<file path="config.mk">
export PLATFORM = sky130hd
export DESIGN_NAME = mips_multicycle_ctrl_flat
export DESIGN_NICKNAME = d
export VERILOG_FILES = /design/src/rtl/mips_ctrl_pkg.sv /design/src/rtl/mips_multicycle_ctrl_if.sv /design/src/rtl/mips_inst_decode.sv /design/src/rtl/mips_multicycle_ctrl.sv /design/src/flat_wrapper.sv
export SDC_FILE = /design/constraint.sdc
export NUM_CORES = 1
export LEC_CHECK = 0
export ABC_AREA = 0
export CAP_MARGIN = 20
export CORE_ASPECT_RATIO = 1.25
export CORE_UTILIZATION = 45
export DETAILED_ROUTE_END_ITERATION = 6
export PLACE_DENSITY = 0.77
export SYNTH_ARGS = -nofsm -noshare
export SYNTH_HDL_FRONTEND = slang
export SYNTH_SLANG_ARGS = --single-unit
</file>
<file path="constraint.sdc">
create_clock -name clk -period 3.1 [get_ports clk]
set_input_delay 0.31 -clock clk [delete_from_list [all_inputs] [get_ports clk]]
set_output_delay 0.31 -clock clk [all_outputs]
set_load 0.1 [all_outputs]
</file>
<file path="src/rtl/mips_ctrl_pkg.sv">
// Shared encodings for the MIPS controllers: opcodes, function codes, FSM states,
// ALU operations, datapath mux selects and the decoded instruction class.
package mips_ctrl_pkg;

  localparam logic [5:0] OP_RTYPE = 6'h00;
  localparam logic [5:0] OP_J     = 6'h02;
  localparam logic [5:0] OP_JAL   = 6'h03;
  localparam logic [5:0] OP_BEQ   = 6'h04;
  localparam logic [5:0] OP_ORI   = 6'h0D;
  localparam logic [5:0] OP_LUI   = 6'h0F;
  localparam logic [5:0] OP_LB    = 6'h20;
  localparam logic [5:0] OP_LH    = 6'h21;
  localparam logic [5:0] OP_LW    = 6'h23;
  localparam logic [5:0] OP_SB    = 6'h28;
  localparam logic [5:0] OP_SH    = 6'h29;
  localparam logic [5:0] OP_SW    = 6'h2B;

  localparam logic [5:0] FN_JR    = 6'h08;
  localparam logic [5:0] FN_ADDU  = 6'h21;
  localparam logic [5:0] FN_SUBU  = 6'h23;

  typedef enum logic [2:0] {
    ST_FETCH  = 3'd0,
    ST_DECODE = 3'd1,
    ST_EXEC   = 3'd2,
    ST_MEM    = 3'd3,
    ST_WB     = 3'd4,
    ST_HALT   = 3'd5
  } state_t;

  typedef enum logic [3:0] {
    ALU_ADDU = 4'd0,
    ALU_SUBU = 4'd1,
    ALU_OR   = 4'd2,
    ALU_LUI  = 4'd3
  } alu_ctr_t;

  localparam logic [1:0] PC_SRC_SEQ    = 2'd0;
  localparam logic [1:0] PC_SRC_BRANCH = 2'd1;
  localparam logic [1:0] PC_SRC_JUMP   = 2'd2;
  localparam logic [1:0] PC_SRC_JR     = 2'd3;

  localparam logic [1:0] REG_DST_RT    = 2'd0;
  localparam logic [1:0] REG_DST_RD    = 2'd1;
  localparam logic [1:0] REG_DST_RA    = 2'd2;

  localparam logic [1:0] WB_SRC_ALU    = 2'd0;
  localparam logic [1:0] WB_SRC_MEM    = 2'd1;
  localparam logic [1:0] WB_SRC_PC4    = 2'd2;

  typedef enum logic [3:0] {
    IC_ADDU, IC_SUBU, IC_JR, IC_ORI, IC_LUI,
    IC_LW, IC_LH, IC_LB, IC_SW, IC_SH, IC_SB,
    IC_BEQ, IC_J, IC_JAL, IC_ILLEGAL
  } inst_class_t;

  function automatic logic is_load(input inst_class_t c);
    return c inside {IC_LW, IC_LH, IC_LB};
  endfunction

  function automatic logic is_store(input inst_class_t c);
    return c inside {IC_SW, IC_SH, IC_SB};
  endfunction

endpackage

</file>
<file path="src/rtl/mips_multicycle_ctrl_if.sv">
// Shared instruction/data memory port: the controller issues requests, memory answers with ready.
interface mips_multicycle_ctrl_if;
  logic mem_req;
  logic mem_we;
  logic halfword;
  logic byte_access;
  logic mem_ready;

  modport master (output mem_req, mem_we, halfword, byte_access, input mem_ready);
  modport slave  (input mem_req, mem_we, halfword, byte_access, output mem_ready);
endinterface

</file>
<file path="src/rtl/mips_inst_decode.sv">
// Combinational op/func classifier, shared by the multi-cycle and pipeline controllers.
module mips_inst_decode import mips_ctrl_pkg::*; #(
  parameter int OP_W = 6
) (
  input  logic [OP_W-1:0] op,
  input  logic [OP_W-1:0] func,
  output inst_class_t     inst_class,
  output logic            illegal
);

  always_comb begin
    inst_class = IC_ILLEGAL;
    case (op)
      OP_RTYPE: begin
        case (func)
          FN_ADDU: inst_class = IC_ADDU;
          FN_SUBU: inst_class = IC_SUBU;
          FN_JR:   inst_class = IC_JR;
          default: inst_class = IC_ILLEGAL;
        endcase
      end
      OP_J:    inst_class = IC_J;
      OP_JAL:  inst_class = IC_JAL;
      OP_BEQ:  inst_class = IC_BEQ;
      OP_ORI:  inst_class = IC_ORI;
      OP_LUI:  inst_class = IC_LUI;
      OP_LB:   inst_class = IC_LB;
      OP_LH:   inst_class = IC_LH;
      OP_LW:   inst_class = IC_LW;
      OP_SB:   inst_class = IC_SB;
      OP_SH:   inst_class = IC_SH;
      OP_SW:   inst_class = IC_SW;
      default: inst_class = IC_ILLEGAL;
    endcase
  end

  assign illegal = (inst_class == IC_ILLEGAL);

endmodule

</file>
<file path="src/rtl/mips_multicycle_ctrl.sv">
// Multi-cycle MIPS control FSM: fetch/decode/exec/mem/wb sequencing with a timed
// memory handshake, illegal-op and bus-error trapping, and a retired counter.
module mips_multicycle_ctrl import mips_ctrl_pkg::*; #(
  parameter int OP_W      = 6,
  parameter int ALU_CTR_W = 4,
  parameter int TIMEOUT   = 16,
  parameter int CNT_W     = 32
) (
  input  logic                 clk,
  input  logic                 reset,
  mips_multicycle_ctrl_if.master mem,
  input  logic [OP_W-1:0]      op,
  input  logic [OP_W-1:0]      func,
  input  logic                 zero,
  output logic                 ir_write,
  output logic                 pc_write,
  output logic [1:0]           pc_src,
  output logic                 reg_write,
  output logic [1:0]           reg_dst,
  output logic [1:0]           wb_src,
  output logic                 alu_src_b,
  output logic                 ext_type,
  output logic                 shift16,
  output logic [ALU_CTR_W-1:0] alu_ctr,
  output logic [2:0]           state_o,
  output logic                 halted,
  output logic                 illegal,
  output logic                 bus_error,
  output logic [CNT_W-1:0]     retired
);

  localparam int WAIT_W = (TIMEOUT < 2) ? 1 : $clog2(TIMEOUT + 1);

  state_t            state, state_next;
  inst_class_t       inst_class;
  alu_ctr_t          alu_op;
  logic              dec_illegal;
  logic              load, store;
  logic              waiting, timeout_hit, retire;
  logic [WAIT_W-1:0] wait_cnt;
  logic              illegal_q, bus_error_q;
  logic [CNT_W-1:0]  retired_q;

  mips_inst_decode #(.OP_W(OP_W)) u_decode (
    .op         (op),
    .func       (func),
    .inst_class (inst_class),
    .illegal    (dec_illegal)
  );

  assign load    = is_load(inst_class);
  assign store   = is_store(inst_class);
  assign waiting = mem.mem_req && !mem.mem_ready;
  // The wait counter only advances while stalled, so the TIMEOUT-th stalled cycle sees TIMEOUT-1.
  assign timeout_hit = (TIMEOUT != 0) && waiting && (wait_cnt == WAIT_W'(TIMEOUT - 1));

  // NOTE: sequential state uses non-blocking assignments so every register samples pre-edge values.
  always_ff @(posedge clk) begin
    if (reset) state <= ST_FETCH;
    else       state <= state_next;
  end

  always_comb begin
    state_next = state;
    case (state)
      ST_FETCH: begin
        if (mem.mem_ready)    state_next = ST_DECODE;
        else if (timeout_hit) state_next = ST_HALT;
      end
      ST_DECODE: begin
        if (dec_illegal)                                state_next = ST_HALT;
        else if (inst_class inside {IC_J, IC_JAL, IC_JR}) state_next = ST_FETCH;
        else                                            state_next = ST_EXEC;
      end
      ST_EXEC: begin
        if (inst_class == IC_BEQ) state_next = ST_FETCH;
        else if (load || store)   state_next = ST_MEM;
        else                      state_next = ST_WB;
      end
      ST_MEM: begin
        if (mem.mem_ready)    state_next = store ? ST_FETCH : ST_WB;
        else if (timeout_hit) state_next = ST_HALT;
      end
      ST_WB:   state_next = ST_FETCH;
      ST_HALT: state_next = ST_HALT;
      default: state_next = ST_FETCH;
    endcase
  end

  // NOTE: every output gets a default before the case so no path can infer a latch.
  always_comb begin
    mem.mem_req     = 1'b0;
    mem.mem_we      = 1'b0;
    mem.halfword    = 1'b0;
    mem.byte_access = 1'b0;
    ir_write        = 1'b0;
    pc_write        = 1'b0;
    pc_src          = PC_SRC_SEQ;
    reg_write       = 1'b0;
    reg_dst         = REG_DST_RT;
    wb_src          = WB_SRC_ALU;
    alu_src_b       = 1'b0;
    ext_type        = 1'b0;
    shift16         = 1'b0;
    alu_op          = ALU_ADDU;
    retire          = 1'b0;
    // Reset masks all enables so a reset landing mid-instruction cannot commit a write.
    if (!reset) begin
      case (state)
        ST_FETCH: begin
          mem.mem_req = 1'b1;
          if (mem.mem_ready) begin
            ir_write = 1'b1;
            pc_write = 1'b1;
          end
        end
        ST_DECODE: begin
          case (inst_class)
            IC_J: begin
              pc_write = 1'b1;
              pc_src   = PC_SRC_JUMP;
              retire   = 1'b1;
            end
            IC_JAL: begin
              pc_write  = 1'b1;
              pc_src    = PC_SRC_JUMP;
              reg_write = 1'b1;
              reg_dst   = REG_DST_RA;
              wb_src    = WB_SRC_PC4;
              retire    = 1'b1;
            end
            IC_JR: begin
              pc_write = 1'b1;
              pc_src   = PC_SRC_JR;
              retire   = 1'b1;
            end
            default: ;
          endcase
        end
        ST_EXEC: begin
          case (inst_class)
            IC_ADDU: alu_op = ALU_ADDU;
            IC_SUBU: alu_op = ALU_SUBU;
            IC_ORI: begin
              alu_op    = ALU_OR;
              alu_src_b = 1'b1;
            end
            IC_LUI: begin
              alu_op    = ALU_LUI;
              alu_src_b = 1'b1;
              shift16   = 1'b1;
            end
            IC_BEQ: begin
              alu_op   = ALU_SUBU;
              ext_type = 1'b1;
              pc_write = zero;
              pc_src   = PC_SRC_BRANCH;
              retire   = 1'b1;
            end
            default: begin
              alu_op    = ALU_ADDU;
              alu_src_b = 1'b1;
              ext_type  = 1'b1;
            end
          endcase
        end
        ST_MEM: begin
          mem.mem_req     = 1'b1;
          mem.mem_we      = store;
          mem.halfword    = inst_class inside {IC_LH, IC_SH};
          mem.byte_access = inst_class inside {IC_LB, IC_SB};
          retire          = store && mem.mem_ready;
        end
        ST_WB: begin
          reg_write = 1'b1;
          reg_dst   = (inst_class inside {IC_ADDU, IC_SUBU}) ? REG_DST_RD : REG_DST_RT;
          wb_src    = load ? WB_SRC_MEM : WB_SRC_ALU;
          retire    = 1'b1;
        end
        default: ;
      endcase
    end
  end

  always_ff @(posedge clk) begin
    if (reset) begin
      wait_cnt    <= '0;
      illegal_q   <= 1'b0;
      bus_error_q <= 1'b0;
      retired_q   <= '0;
    end else begin
      wait_cnt <= waiting ? wait_cnt + WAIT_W'(1) : '0;
      if (state == ST_DECODE && dec_illegal) illegal_q <= 1'b1;
      if (timeout_hit)                       bus_error_q <= 1'b1;
      if (retire)                            retired_q <= retired_q + CNT_W'(1);
    end
  end

  assign alu_ctr   = ALU_CTR_W'(alu_op);
  assign state_o   = state;
  assign halted    = !reset && (state == ST_HALT);
  assign illegal   = !reset && illegal_q;
  assign bus_error = !reset && bus_error_q;
  assign retired   = reset ? '0 : retired_q;

endmodule

</file>
<file path="src/flat_wrapper.sv">
// flat-port wrapper written by rule: the top's interface ports become plain ports
module mips_multicycle_ctrl_flat import mips_ctrl_pkg::*;
#(
  parameter int OP_W      = 6,
  parameter int ALU_CTR_W = 4,
  parameter int TIMEOUT   = 16,
  parameter int CNT_W     = 32
)
  (clk, reset, op, func, zero, ir_write, pc_write, pc_src, reg_write, reg_dst, wb_src, alu_src_b, ext_type, shift16, alu_ctr, state_o, halted, illegal, bus_error, retired, mem_mem_req, mem_mem_we, mem_halfword, mem_byte_access, mem_mem_ready);
  mips_multicycle_ctrl_if mem_i ();
  input  logic clk;
  input  logic reset;
  input  logic [OP_W-1:0] op;
  input  logic [OP_W-1:0] func;
  input  logic zero;
  output logic ir_write;
  output logic pc_write;
  output logic [1:0] pc_src;
  output logic reg_write;
  output logic [1:0] reg_dst;
  output logic [1:0] wb_src;
  output logic alu_src_b;
  output logic ext_type;
  output logic shift16;
  output logic [ALU_CTR_W-1:0] alu_ctr;
  output logic [2:0] state_o;
  output logic halted;
  output logic illegal;
  output logic bus_error;
  output logic [CNT_W-1:0] retired;
  output wire logic [$bits(mem_i.mem_req)-1:0] mem_mem_req;
  output wire logic [$bits(mem_i.mem_we)-1:0] mem_mem_we;
  output wire logic [$bits(mem_i.halfword)-1:0] mem_halfword;
  output wire logic [$bits(mem_i.byte_access)-1:0] mem_byte_access;
  input wire logic [$bits(mem_i.mem_ready)-1:0] mem_mem_ready;
  assign mem_mem_req = mem_i.mem_req;
  assign mem_mem_we = mem_i.mem_we;
  assign mem_halfword = mem_i.halfword;
  assign mem_byte_access = mem_i.byte_access;
  assign mem_i.mem_ready = mem_mem_ready;
  mips_multicycle_ctrl #(.OP_W(OP_W), .ALU_CTR_W(ALU_CTR_W), .TIMEOUT(TIMEOUT), .CNT_W(CNT_W)) u_core (.clk(clk), .reset(reset), .mem(mem_i), .op(op), .func(func), .zero(zero), .ir_write(ir_write), .pc_write(pc_write), .pc_src(pc_src), .reg_write(reg_write), .reg_dst(reg_dst), .wb_src(wb_src), .alu_src_b(alu_src_b), .ext_type(ext_type), .shift16(shift16), .alu_ctr(alu_ctr), .state_o(state_o), .halted(halted), .illegal(illegal), .bus_error(bus_error), .retired(retired));
endmodule
</file>
==> flow_metrics.env, run 1 <==
export IMPL_wl_um=7700
export IMPL_grt_max_degree=71
export IMPL_outcome="completed"
export IMPL_yosysWarnings=0
export IMPL_cpMostUsedCell="nor4_4"
export IMPL_grt_pass1_vias=2792
export IMPL_cts_sinks=42
export IMPL_grt_remaining_overflow=0
export IMPL_synth_seq_cells=42
export IMPL_gp_congestion=0.832
export IMPL_dpl_cell_area_um2=4070
export IMPL_critical_path_top_delay_family="simple AND/OR/NAND/NOR gates"
export IMPL_start_kind="input pin"
export IMPL_root_buffer="clkbuf_8"
export IMPL_wl_per_cell_um=13.7
export IMPL_fin_skew_ns=0.00809
export IMPL_area_growth_pct=41.3
export IMPL_yosys_top_cells_area="dfxtp_1 (28%), nor2_1 (8.6%), xnor2_1 (7.6%), nor2b_1 (6.9%), a21oi_1 (4.3%)"
export IMPL_pwr_share_seq=0.385
export IMPL_design_core_area_um2=6330
export IMPL_postCtsHoldBufs=0
export IMPL_path_class="in2out"
export IMPL_power_density_nw_per_um2=342
export IMPL_cts_buffers=5
export IMPL_synth_distinct_cells=60
export IMPL_drv_slew=0
export IMPL_yosysTopAreaCellShare=0.280
export IMPL_worst_path_buf_inv=3
export IMPL_drive_gt1_frac=0.305
export IMPL_synth_top_family_by_area="simple AND/OR/NAND/NOR gates"
export IMPL_synth_seq_area_share=0.280
export IMPL_design_area_um2=4240
export IMPL_hold_class="reg2reg"
export IMPL_yosysTopAreaCell="dfxtp_1"
export IMPL_worst_endpoint_arrival_ns=2.73
export IMPL_p_switching_mw=0.443
export IMPL_clock_power_share=0.370
export IMPL_required_ns=2.79
export IMPL_synth_main_ff_cell="dfxtp_1"
export IMPL_cts_setup_buffers=0
export IMPL_fin_crit_sh=0.980
export IMPL_fmax_ghz=0.329
export IMPL_syn_inst=388
export IMPL_cts_htree_levels=2
export IMPL_avgViaCountPerCell=5.32
export IMPL_post_route_util=0.671
export IMPL_netlist_area_um2=3000
export IMPL_cellInternalPower_mw=1.01
export IMPL_crit_chain="clkdlybuf4s50_1 > or4_4 > nor4_4 > buf_4 > o2bb2ai_1 > nor4_4 > mux2i_1 > or2_4 > a21oi_4 > buf_12"
export IMPL_path_clk_slew_ns=0.08
export IMPL_tritoncts="built"
export IMPL_synth_fa_ha_area_frac=0.0125
export IMPL_insertion_delay_ns=0.30
export IMPL_drt_antenna_violating_nets=0
export IMPL_p_sw_frac=0.305
export IMPL_rows=32
export IMPL_fin_cells=561
export IMPL_slew_headroom=0.552
export IMPL_synth_edff_count=0
export IMPL_end_kind="output port"
export IMPL_worst_pin_slew_ns=0.672
export IMPL_post_cts_resized=0
export IMPL_max_cap_viol_count=0
export IMPL_drt_pass1_iter_count=4
export IMPL_cp_slowest_cell="or4_4"
export IMPL_synthTopCellsByCount="nor2_1 (69), dfxtp_1 (42), nor2b_1 (33)"
export IMPL_num_vias=2987
export IMPL_drt_iter0_drc=132
export IMPL_avgSynthCellArea_um2=7.74
export IMPL_synth_xor_area_share=0.0816
export IMPL_min_period_ns=3.04
export IMPL_layout_nets=494
export IMPL_p_leak_nw=1.68
export IMPL_diodes=0
export IMPL_grt_pass1_wl_um=12300
export IMPL_initial_core_util=0.475
export IMPL_dieArea_um2=7010
export IMPL_synthArstFlopShare=0
export IMPL_clockBufferDepth=2
export IMPL_max_stage_delay_ns=0.59
export IMPL_port_buffers=71
export IMPL_antenna_found_initial=0
export IMPL_crit_fanout=4
export IMPL_combPwrFrac=0.244
export IMPL_power_mw=1.45
export IMPL_dp_hpwl_um=5800
export IMPL_synth_compound_area_share=0.167
export IMPL_yosysMostFrequentCell="nor2_1"
export IMPL_die_w_um=75.1
export IMPL_die_h_um=93.4
export IMPL_setup_violations_final=0
export IMPL_drc=0
export IMPL_gr_usage_all_layers=0.224
export IMPL_pin_count=74
export IMPL_place_inst=553
export IMPL_finalHoldViolations=0
export IMPL_synthMuxAreaShare=0.0325
export IMPL_vdd_drop_max_mv=0.242
export IMPL_synth_simple_area_share=0.370
routing by layer:
layer	track usage	wire [um]	up-vias
met3	0.0323	282	10
met4	0.105	163	0
met1	0.265	3240	1398
met2	0.390	4010	71
li1	-	-	1508
met5	0	0	-
worst paths after layout:
check / start / endpoint / slack (ns) / depth (start not counted)
setup / recovery: op[0] / pc_write / 0.06 / 10
hold / removal: u_core.wait_cnt[0] / u_core.wait_cnt[0] / 0.46 / 1
setup reg to reg: u_core.retired_q[5] / u_core.retired_q[30] / 0.51 / 8
hold reg to reg: u_core.wait_cnt[0] / u_core.wait_cnt[0] / 0.46 / 1
registers in the layout, indices dropped and copies added, names as in the netlist:
signal              count
u_core.retired_q       32
u_core.wait_cnt         5
u_core.state_o          3
u_core.bus_error_q      1
u_core.illegal_q        1
power groups by stage:
stage | registers (mW) | clock network [mW] | logic (mW)
2_1_floorplan | 0.597 | 0 | 0.228
3_3_place_gp | 0.571 | 0 | 0.342
3_5_place_dp | 0.571 | 0 | 0.348
4_1_cts | 0.558 | 0.545 | 0.349
5_1_grt | 0.560 | 0.564 | 0.377
6_report | 0.559 | 0.537 | 0.354
cell type report:
class                      instances  area, um2
clock buffer                       6       82.6
clock inverter                     2       60.1
fill                             567       2080
inverter                          10       37.5
multi-input combinational        315       2130
sequential                        42        841
tap                               85        106
timing repair buffer             101        991
cell usage in the layout, fill, tap and decap left out, drive strengths merged, types with 3 or more instances in the layout:
cell type      Yosys  layout
clkdlybuf4s50      0      14
clkbuf             5       6
nand2             28      28
and2               4       4
xnor2             26      26
a211oi             8       8
nand4              7       7
nand3b             6       6
or2                7       7
and3               4       4
mux2               6       6
ha                 3       3
nor2b             33      33
a21oi             26      26
buf               17      87
mux2i              3       3
nor4               5       5
o22ai              5       5
a2111oi            3       3
nand2b             7       7
o21ai              4       4
nor2              69      69
a32oi              4       4
nor3              11      11
nand3             14      14
dfxtp             42      42
inv               10      10
kinds of logic after synthesis:
| kind of cell | count (synthesis) |
|---|---|
| AOI/OAI and AO/OA | 67 |
| xor gates and xnor gates | 28 |
| adders and majority gates | 3 |
| buffers and inverters | 32 |
| DFF | 42 |
| muxes | 9 |
| other | 1 |
| and+or+nand+nor | 206 |
per-stage QoR:
stage	TNS, ns	setup WS (ns)	hold WS (ns)
finish	0	0.0605	0.457
CTS	0	0.00457	0.457
detailed placement	-0.0237	-0.0204	0.445
floorplan	-1.71	-0.733	0.418
global placement	-0.0121	-0.0121	0.431
global route	-0.139	-0.0461	0.485
No activity file was read; power rests on OpenSTA's default activity.
==> run 2: changes to the inputs <==
--- a/config.mk
+++ b/config.mk
@@ -11,6 +11,7 @@
 export CORE_UTILIZATION = 45
 export DETAILED_ROUTE_END_ITERATION = 6
 export PLACE_DENSITY = 0.77
+export RECOVER_POWER = 100
 export SYNTH_ARGS = -nofsm -noshare
 export SYNTH_HDL_FRONTEND = slang
 export SYNTH_SLANG_ARGS = --single-unit
==> flow_metrics.env, run 2 (synthesized netlist as in run 1, its figures left out) <==
export IMPL_outcome="completed"
export IMPL_power_mw=1.44
export IMPL_min_period_ns=3.04
export IMPL_grt_pass1_wl_um=12300
export IMPL_fin_cells=561
export IMPL_path_class="in2out"
export IMPL_wl_per_cell_um=13.6
export IMPL_required_ns=2.79
export IMPL_dp_hpwl_um=5800
export IMPL_hold_class="reg2reg"
export IMPL_post_cts_resized=0
export IMPL_gr_usage_all_layers=0.224
export IMPL_drt_pass1_iter_count=4
export IMPL_layout_nets=494
export IMPL_drv_slew=0
export IMPL_max_cap_viol_count=0
export IMPL_max_stage_delay_ns=0.59
export IMPL_initial_core_util=0.475
export IMPL_fin_crit_sh=0.980
export IMPL_cts_setup_buffers=0
export IMPL_fmax_ghz=0.329
export IMPL_largest_register_ffs=32
export IMPL_use_met1=0.265
export IMPL_use_met2=0.390
export IMPL_worst_endpoint_arrival_ns=2.73
export IMPL_antenna_found_initial=0
export IMPL_grt_pass1_vias=2792
export IMPL_worst_pin_slew_ns=1.18
export IMPL_cts_buffers=5
export IMPL_layout_common_cells="nor2_1 (63), dfxtp_1 (42), clkbuf_1 (38)"
export IMPL_die_w_um=75.1
export IMPL_rows=32
export IMPL_power_density_nw_per_um2=351
export IMPL_tritoncts="built"
export IMPL_drc=0
export IMPL_end_kind="output port"
export IMPL_postCtsHoldBufs=0
export IMPL_num_vias=2972
export IMPL_design_core_area_um2=6330
export IMPL_diodes=0
export IMPL_area_growth_pct=36.4
export IMPL_crit_chain="clkdlybuf4s50_1 > or4_4 > nor4_4 > buf_4 > o2bb2ai_1 > nor4_4 > mux2i_1 > or2_4 > a21oi_4 > buf_12"
export IMPL_cts_sinks=42
export IMPL_setup_violations_final=0
export IMPL_pin_count=74
export IMPL_start_kind="input pin"
export IMPL_crit_fanout=4
export IMPL_place_inst=553
export IMPL_largest_register="u_core.retired_q"
export IMPL_cpMostUsedCell="nor4_4"
export IMPL_avgViaCountPerCell=5.30
export IMPL_grt_max_degree=71
export IMPL_top_usage_layer="met2"
export IMPL_wl_um=7640
export IMPL_path_clk_slew_ns=0.08
export IMPL_grtUsageMet3=0.0323
export IMPL_die_h_um=93.4
export IMPL_cts_htree_levels=2
export IMPL_port_buffers=71
export IMPL_nFillCells=604
export IMPL_grt_remaining_overflow=0
export IMPL_cp_slowest_cell="or4_4"
export IMPL_finalHoldViolations=0
export IMPL_drt_iter0_drc=149
export IMPL_vdd_drop_max_mv=0.242
export IMPL_drive_gt1_frac=0.225
export IMPL_p_leak_nw=1.52
export IMPL_root_buffer="clkbuf_8"
export IMPL_slew_headroom=0.217
export IMPL_hold_slack_ns=0.456
export IMPL_clockBufferDepth=2
export IMPL_drt_antenna_violating_nets=0
export IMPL_dieArea_um2=7010
export IMPL_gp_congestion=0.832
export IMPL_insertion_delay_ns=0.30
export IMPL_final_common_cell="nor2_1"
export IMPL_fin_skew_ns=0.00765
-- run 2: cell count changes in the layout (fill, tap and decap cells not counted), sizes merged --
cell    previous run  this run
buf               87        47
clkbuf             6        46
-- run 2: critical path, delay by kind of cell --
family	cells	cell delay, ns
multiplexers	1	0.20
AND/OR/NAND/NOR	4	1.19
buffers and inverters	3	0.77
AO/OA/AOI/OAI	2	0.25
-- run 2: path summary, 6_finish.rpt --
path	to	cells after the start	slack [ns]	startpoint
setup / recovery	pc_write	10	0.06	op[0]
hold / removal	u_core.wait_cnt[0]	1	0.46	u_core.wait_cnt[0]
setup reg to reg	u_core.retired_q[30]	8	0.52	u_core.retired_q[5]
hold reg to reg	u_core.wait_cnt[0]	1	0.46	u_core.wait_cnt[0]
-- run 2: per-layer routing --
metal / vias up / wire (um)
li1: 1504 / -
met1: 1387 / 3200
met2: 67 / 3980
met3: 14 / 265
met4: 0 / 198
met5: - / 0
-- run 2: stage by stage --
stage	cell area, um2	TNS (ns)	util	setup WS, ns
floorplan	3100	-1.71	-	-0.733
global placement	4070	-0.0121	0.644	-0.0121
detailed placement	4070	-0.0237	0.644	-0.0204
CTS	4220	0	0.667	0.00457
global route	4100	-0.139	0.648	-0.0461
finish	4100	0	0.648	0.0616
-- run 2: power breakdown --
part / internal [mW] / switching, mW / total [mW]
combinational: 0.107 / 0.239 / 0.346
sequential: 0.549 / 0.00940 / 0.559
clock: 0.344 / 0.192 / 0.535
-- run 2: final cells by class --
class | count | area (um2) | share of cell area
inverter | 10 | 37.5 | 0.00916
timing repair buffer | 101 | 843 | 0.206
clock inverter | 2 | 60.1 | 0.0147
tap | 85 | 106 | 0.0260
sequential | 42 | 841 | 0.205
clock buffer | 6 | 82.6 | 0.0202
multi-input combinational | 315 | 2130 | 0.519
